===== src/rtl/bcd_pkg.sv =====
// Shared BCD definitions: digit type, decimal limits and a digit validity helper.
// No ports; imported by bcd_digit_add and bcd4_adder.
package bcd_pkg;

  localparam int unsigned BCD_W = 4;

  typedef logic [BCD_W-1:0] bcd_digit_t;

  localparam bcd_digit_t BCD_MAX  = 4'd9;
  localparam bcd_digit_t BCD_CORR = 4'd6;

  // True when the nibble is a legal decimal digit 0..9.
  function automatic logic is_bcd(input bcd_digit_t d);
    return (d <= BCD_MAX);
  endfunction

endpackage


===== src/rtl/bcd_digit_add.sv =====
// Single-digit combinational BCD adder with carry in/out.
// Ports:
//   a_i, b_i : BCD digits (non-BCD values accepted, corrected by the same rule)
//   c_i      : carry from the next-lower digit
//   digit    : decimal result digit
//   c_out    : decimal carry to the next-higher digit
module bcd_digit_add
  import bcd_pkg::*;
(
  input  bcd_digit_t a_i,
  input  bcd_digit_t b_i,
  input  logic       c_i,
  output bcd_digit_t digit,
  output logic       c_out
);

  logic [BCD_W:0] t;

  // Binary sum, then +6 correction when it leaves the decimal range.
  // The 4-bit add wraps, giving (t + 6) mod 16.
  always_comb begin
    t     = (BCD_W+1)'(a_i) + (BCD_W+1)'(b_i) + (BCD_W+1)'(c_i);
    digit = t[BCD_W-1:0];
    c_out = 1'b0;
    if (t > (BCD_W+1)'(BCD_MAX)) begin
      digit = t[BCD_W-1:0] + BCD_CORR;
      c_out = 1'b1;
    end
  end

endmodule


===== src/rtl/bcd4_adder.sv =====
// Registered N-digit packed-BCD adder with carry-in and decimal carry-out.
// Arithmetic core of the serial BCD ALU; subtraction is done by the caller
// supplying the 9's complement of A.
// Optional feature macro: BCD4_ADDER_INVALID_FLAG_EN adds the registered
// output err, set when any operand digit on a valid input exceeds 9.
// Ports:
//   clk, rst  : rising-edge clock, asynchronous active-high reset
//   in_valid  : operands and cin valid this cycle
//   cin       : carry into the least-significant digit
//   a, b      : packed BCD operands, digit i at [4i+3:4i]
//   sum       : registered result, MSB is the decimal carry-out
//   out_valid : sum was updated on this edge from a valid input
//   err       : (macro only) registered non-BCD operand flag
module bcd4_adder
  import bcd_pkg::*;
#(
  parameter int unsigned DIGITS = 4
) (
  input  logic                  clk,
  input  logic                  rst,
  input  logic                  in_valid,
  input  logic                  cin,
  input  logic [4*DIGITS-1:0]   a,
  input  logic [4*DIGITS-1:0]   b,
  output logic [4*DIGITS:0]     sum,
`ifdef BCD4_ADDER_INVALID_FLAG_EN
  output logic                  out_valid,
  output logic                  err
`else
  output logic                  out_valid
`endif
);

  localparam int unsigned OP_W  = BCD_W * DIGITS;
  localparam int unsigned SUM_W = OP_W + 1;

  logic [DIGITS:0]  carry;
  logic [OP_W-1:0]  digits;
  logic [SUM_W-1:0] sum_calc;

  logic [SUM_W-1:0] sum_d,       sum_q;
  logic             out_valid_d, out_valid_q;

  // Ripple chain of digit adders, least-significant digit first.
  assign carry[0] = cin;

  for (genvar i = 0; i < int'(DIGITS); i++) begin : g_digit
    bcd_digit_add u_digit (
      .a_i   (a[BCD_W*i +: BCD_W]),
      .b_i   (b[BCD_W*i +: BCD_W]),
      .c_i   (carry[i]),
      .digit (digits[BCD_W*i +: BCD_W]),
      .c_out (carry[i+1])
    );
  end

  assign sum_calc = {carry[DIGITS], digits};

  // Next state: capture on valid input, otherwise hold the result.
  always_comb begin
    sum_d       = sum_q;
    out_valid_d = 1'b0;
    if (in_valid) begin
      sum_d       = sum_calc;
      out_valid_d = 1'b1;
    end
  end

  always_ff @(posedge clk or posedge rst) begin
    if (rst) begin
      sum_q       <= '0;
      out_valid_q <= 1'b0;
    end else begin
      sum_q       <= sum_d;
      out_valid_q <= out_valid_d;
    end
  end

  assign sum       = sum_q;
  assign out_valid = out_valid_q;

`ifdef BCD4_ADDER_INVALID_FLAG_EN
  logic bad_digit;
  logic err_d, err_q;

  // Any nibble of either operand outside 0..9.
  always_comb begin
    bad_digit = 1'b0;
    for (int unsigned i = 0; i < DIGITS; i++) begin
      if (!is_bcd(a[BCD_W*i +: BCD_W]) || !is_bcd(b[BCD_W*i +: BCD_W])) begin
        bad_digit = 1'b1;
      end
    end
  end

  always_comb begin
    err_d = err_q;
    if (in_valid) begin
      err_d = bad_digit;
    end
  end

  always_ff @(posedge clk or posedge rst) begin
    if (rst) begin
      err_q <= 1'b0;
    end else begin
      err_q <= err_d;
    end
  end

  assign err = err_q;
`endif

endmodule


===== config.mk =====
export PLATFORM = sky130hd
export DESIGN_NAME = bcd4_adder
export DESIGN_NICKNAME = d
export VERILOG_FILES = /design/src/rtl/bcd_pkg.sv /design/src/rtl/bcd_digit_add.sv /design/src/rtl/bcd4_adder.sv
export SDC_FILE = /design/constraint.sdc
export NUM_CORES = 1
export LEC_CHECK = 0
export BUFFER_PORTS_ARGS = -buffer_cell sky130_fd_sc_hd__buf_2
export CAP_MARGIN = 20
export CORE_ASPECT_RATIO = 0.6
export CORE_MARGIN = 2
export CORE_UTILIZATION = 50
export CTS_BUF_LIST = sky130_fd_sc_hd__clkbuf_8
export DETAILED_ROUTE_END_ITERATION = 12
export GPL_ROUTABILITY_DRIVEN = 0
export PLACE_DENSITY_LB_ADDON = 0.05
export SYNTH_ARGS = -nofsm -noshare
export SYNTH_HDL_FRONTEND = slang
export SYNTH_SLANG_ARGS = --single-unit

===== constraint.sdc =====
create_clock -name clk -period 1.4 [get_ports clk]
set_input_delay 0.42 -clock clk [delete_from_list [all_inputs] [get_ports clk]]
set_output_delay 0.42 -clock clk [all_outputs]
set_load 0.02 [all_outputs]

## After elaboration in Yosys (flattened, before gate mapping)

Cells that the tools add are included.

- Input bits: 36
- Word-level logic and storage cells: 27
- Register bits: 18
- Output and inout port bits: 18

- Add/subtract/negate cells: 12
- Magnitude comparators: 4
- Muxes and demuxes: 9

Operator list:

| kind | number |
|---|---|
| adder 4 x 4 -> 5 bit | 4 |
| adder 5 x 1 -> 5 bit | 4 |
| > comparator 5 x 4 -> 1 bit (second input constant) | 4 |
| adder 4 x 3 -> 4 bit (second input constant) | 4 |
| two-way mux 4 bit | 4 |
| two-way mux 1 bit | 5 |

## Logic depth before layout (Yosys ltp)

- Depth in word-level cells: 13
- Mapped depth: 34
- Gate-level depth less buffers: 34

## By module

Synthesis repeated with hierarchy kept, for this count alone.

- Cell total of the unflattened synthesis: 126
- Area, all modules: 1560.2 µm²

By module, submodules not included:

| module | cells an instance | area each (µm²) | instances | seq. area each (µm²) |
|---|---|---|---|---|
| bcd_digit_add | 22 | 211.5 | 4 | 0.0 |
| bcd4_adder | 38 | 714.4 | 1 | 450.4 |

## Worst setup path after synthesis

OpenSTA, ideal clock, no wires.

- Path type: input port to flip-flop
- Start: input port a[0]
- End: register sum_q[13], in the netlist sum[13]
- Buffers on the path: 0
- Setup time: 0.125 ns
- Arrival time: 7.564 ns
- Path slack: -6.289 ns
- Data required time: 1.275 ns
- Cell stages on the path: 34
- Path through: fa_1 > fa_1 > xnor2_1 > ha_1 > nand2_1 > a32oi_1 > and3_4 > and2b_2 > fa_1 > inv_1 > fa_1 > inv_1 > ha_1 > nand2b_1 > a22o_1 > o31a_1 > fa_1 > inv_1 > fa_1 > inv_1 > ha_1 > nand2b_1 > a22o_1 > o31a_1 > fa_1 > inv_1 > fa_1 > xor2_1 > inv_1 > ha_1 > and2_1 > o41a_1 > xnor2_1 > mux2_2

- Cells in the longest elaborated chain, start to end: 13
- Elaborated cells between the ends (all ways): 14
- Those cells by class: add/sub: 6; order compare: 4; mux: 4

RTL lines:

| what | line | RTL |
|---|---|---|
| from (decl) | bcd4_adder.sv:23 | `input logic [4*DIGITS-1:0] a,` |
| adder 4 x 4 -> 5 bit * | bcd_digit_add.sv:22 | `t = (BCD_W+1)'(a_i) + (BCD_W+1)'(b_i) + (BCD_W+1)'(c_i);` |
| adder 5 x 1 -> 5 bit * | bcd_digit_add.sv:22 |  |
| > comparator 5 x 4 -> 1 bit * | bcd_digit_add.sv:25 | `if (t > (BCD_W+1)'(BCD_MAX)) begin` |
| two-way mux 1 bit * | bcd_digit_add.sv:25 |  |
| adder 5 x 1 -> 5 bit * | bcd_digit_add.sv:22 |  |
| > comparator 5 x 4 -> 1 bit * | bcd_digit_add.sv:25 |  |
| two-way mux 1 bit * | bcd_digit_add.sv:25 |  |
| adder 5 x 1 -> 5 bit * | bcd_digit_add.sv:22 |  |
| > comparator 5 x 4 -> 1 bit * | bcd_digit_add.sv:25 |  |
| two-way mux 1 bit * | bcd_digit_add.sv:25 |  |
| adder 5 x 1 -> 5 bit * | bcd_digit_add.sv:22 |  |
| adder 4 x 3 -> 4 bit / > comparator 5 x 4 -> 1 bit (equally long branches) | bcd_digit_add.sv:26, bcd_digit_add.sv:25 |  |
| two-way mux 4 bit * | bcd_digit_add.sv:25 |  |
| to (signal assigned) | bcd4_adder.sv:74 | `sum_q <= sum_d;` |
| to (decl) | bcd4_adder.sv:41 | `logic [SUM_W-1:0] sum_d, sum_q;` |

Mark *: on every way between the ends. The rest lies on a longest branch, timed or not.
A chain may end at the register's enable or synchronous reset.

## Final worst setup path

- Start: input port b[0]
- End: register sum_q[14], in the netlist sum[14]

- Cells in the longest elaborated chain, start to end: 13
- Elaborated cells between the ends (all ways): 14
- Those cells by class: add/sub: 6; order compare: 4; mux: 4

RTL lines:

| what | line | RTL |
|---|---|---|
| from (decl) | bcd4_adder.sv:24 | `input logic [4*DIGITS-1:0] b,` |
| adder 4 x 4 -> 5 bit * | bcd_digit_add.sv:22 |  |
| adder 5 x 1 -> 5 bit * | bcd_digit_add.sv:22 |  |
| > comparator 5 x 4 -> 1 bit * | bcd_digit_add.sv:25 |  |
| two-way mux 1 bit * | bcd_digit_add.sv:25 |  |
| adder 5 x 1 -> 5 bit * | bcd_digit_add.sv:22 |  |
| > comparator 5 x 4 -> 1 bit * | bcd_digit_add.sv:25 |  |
| two-way mux 1 bit * | bcd_digit_add.sv:25 |  |
| adder 5 x 1 -> 5 bit * | bcd_digit_add.sv:22 |  |
| > comparator 5 x 4 -> 1 bit * | bcd_digit_add.sv:25 |  |
| two-way mux 1 bit * | bcd_digit_add.sv:25 |  |
| adder 5 x 1 -> 5 bit * | bcd_digit_add.sv:22 |  |
| adder 4 x 3 -> 4 bit / > comparator 5 x 4 -> 1 bit (equally long branches) | bcd_digit_add.sv:26, bcd_digit_add.sv:25 |  |
| two-way mux 4 bit * | bcd_digit_add.sv:25 |  |

Marked as above.

==> impl_metrics.json <==
{
  "rows": 15,
  "relSlewSlack_pct": 75.39,
  "cts-root-buf": "clkbuf_8",
  "r2r_setup_slack_ns": 0.60,
  "synth-xor-area-share_pct": 3.831,
  "synth-edff-count": 0,
  "grt_use_total_pct": 28.32,
  "seq_area_um2": 450.4,
  "grt_overflow": 0,
  "routed_via_density": 5.687,
  "synth_area_um2": 1600,
  "cp-end-kind": "flop",
  "antennaDiodeCount": 0,
  "io_buffer_count": 53,
  "synth_cell_types": 42,
  "max_slew.worst_pin.slew_ns": 0.3659,
  "yosys-top-cells-area": "dfrtp_1 28%, ha_1 15%, fa_1 10%",
  "total_power_mw": 3.579,
  "max_freq_mhz": 133.1,
  "cp-start-kind": "input port",
  "die_y_um": 47.82,
  "min_path_type": "input port to async pin",
  "grt_pass1_wl_um": 7810,
  "synth_most_common_cell": "ha_1",
  "dieWidth_um": 77.04,
  "ys_warn_count": 0,
  "use_met1_pct": 32.74,
  "grtUsageMet3_pct": 6.981,
  "cp_max_fo": 4,
  "grt_setup_unrepaired": "yes",
  "wl_um": 5784,
  "arrival_ns": 7.68,
  "path_class": "input port to flop",
  "htree_levels": 1,
  "violations": "negative setup slack",
  "io_pins": 54,
  "die_area_um2": 3684,
  "numCtsBuffers": 3,
  "final_antenna_net_count": 0,
  "cts_tree": "done",
  "fin_crit_sh_pct": 536.5,
  "drive_gt1_share_pct": 61.73,
  "hold_ws_ns": 0.1595,
  "fillers": 140,
  "antenna_found_initial": 0,
  "multi_input_area_um2": 1297,
  "first_iter_violations": 88,
  "layout_min_cycle_time_ns": 7.511,
  "crit_slowest_cell": "fa_2",
  "syn_avg_cell_area_um2": 9.818,
  "ys.flop_type": "dfrtp_1",
  "cap_violations": 0,
  "synthArstFlopShare_pct": 100.0,
  "synth_top_area_share_pct": 28.15,
  "grt_busiest_layer": "met2",
  "setup_viol": 16,
  "drc": 0,
  "outcome": "finished with violations",
  "first_pass_iters": 4,
  "p_per_area_nw_per_um2": 1347,
  "core-area_um2": 2965,
  "drv_slew": 0,
  "cts_num_sinks": 18,
  "cp_common_cell": "fa_2",
  "synth_seq_cells": 18,
  "synthAdderAreaFrac_pct": 24.86,
  "start_util_pct": 53.97,
  "synth_area_leader_cell": "dfrtp_1",
  "fin_ws_ns": -6.111,
  "grt_util_met2_pct": 55.09,
  "vias": 1814,
  "synth_compound_area_share_pct": 20.88,
  "clk_pin_slew_ns": 0.07,
  "hold_viol": 0,
  "grt_max_degree": 19,
  "syn_nets": 226,
  "nNetsFinal": 342,
  "postCtsHoldBufs": 0,
  "clock_path_buffers": 2,
  "dpl.hpwl_um": 3628,
  "clkLatencyLatePin_ns": 0.26,
  "skew_ns": 0,
  "grt_pass1_vias": 1731,
  "synthSimpleGateAreaFrac_pct": 13.92,
  "crit_path_max_incr_delay_ns": 0.45,
  "synth_seq_area_share_pct": 28.15,
  "cp.required_ns": 1.57,
  "synth_top_family_by_area": "adder cells",
  "post-route-util_pct": 89.62,
  "area_growth_pct": 66.07,
  "synthMuxAreaShare_pct": 3.440,
  "p_leak_nw": 1.340,
  "synth_common_cells": "19 x ha_1, 18 x dfrtp_1, 16 x inv_1, 14 x a21oi_1, 13 x nor2_1",
  "synthesis.instances": 163,
  "wl_per_cell_um": 18.13,
  "peakVddDrop_v": 0.0009208
}
-- flip-flops by register name (all words and copies together) (netlist names) --
signal     flops
out_valid      1
sum           17
-- power breakdown --
group	total [mW]	internal, mW	switching, mW
clock network	0.380	0.192	0.188
registers	0.803	0.693	0.110
logic	2.40	1.24	1.16
-- path summary, 6_finish.rpt --
check | start | endpoint | depth (start not counted)
min in group clk | sum[12]$_DFFE_PP0P_ | sum[12]$_DFFE_PP0P_ | 2
max in group asynchronous | rst | sum[12]$_DFFE_PP0P_ | 3
max reg2reg | sum[9]$_DFFE_PP0P_ | sum[9]$_DFFE_PP0P_ | 1
max | b[0] | sum[14]$_DFFE_PP0P_ | 35
min | rst | sum[8]$_DFFE_PP0P_ | 3
min reg2reg | sum[12]$_DFFE_PP0P_ | sum[12]$_DFFE_PP0P_ | 2
-- cell type report --
type	instances	area share (%)
Multi-Input combinational cell	126	48.82
Inverter	16	2.260
Timing Repair Buffer	114	28.44
Clock buffer	3	1.554
Tap cell	42	1.977
Sequential cell	18	16.95
-- worst max-delay path: cells and delay by family --
family	cells	cell delay, ns
XOR/XNOR	2	0.38
adder cells (fa/ha/maj)	12	3.60
AO/OA/AOI/OAI	7	1.69
buffers and inverters	7	0.57
AND/OR/NAND/NOR	7	1.03
-- what timing repair did --
| action | 4_1_cts | 5_1_grt |
|---|---|---|
| resized for setup | 29 | 13 |
| pin swaps | 11 | 7 |
| endpoints found under the setup margin | 16 | 16 |
| buffers inserted | 11 | 9 |
-- per-layer routing --
metal / routed length (um) / vias up / part of all wire (%)
li1: - / 822 / -
met1: 2107 / 863 / 36
met2: 2993 / 108 / 52
met3: 516 / 21 / 8.9
met4: 166 / 0 / 2.9
met5: 0 / - / 0
-- through the flow --
stage / setup TNS (ns) / cell area, um2 / worst slack (ns) / std cells
floorplan: -55.08 / 1660 / -5.893 / 163
global placement: -60.03 / 2305 / -6.131 / 301
detailed placement: -62.16 / 2305 / -6.304 / 301
CTS: -56.23 / 2551 / -5.892 / 313
global route: -60.55 / 2658 / -6.284 / 319
finish: -58.59 / 2658 / -6.111 / 319
-- logic make-up (layout without fill, tap and decap cells) --
family,after synthesis,in the layout
AOI/OAI and AO/OA,48,48
xor gates and xnor gates,7,7
adders and majority gates,27,27
buffers and inverters,19,133
DFF,18,18
muxes,5,5
and+or+nand+nor,39,39
-- cells in the final DEF (no fill, tap or decap), types with 4 or more instances in the layout --
cell,synthesis,routed
buf_6,1,8
inv_2,0,6
nor2_1,13,11
buf_2,0,52
a21o_1,4,4
fa_2,0,8
inv_1,16,10
ha_1,19,13
a21oi_1,14,10
buf_4,0,54
a21oi_2,0,4
nand2_1,8,7
dfrtp_1,18,18
(Power assumes the default switching activity.)
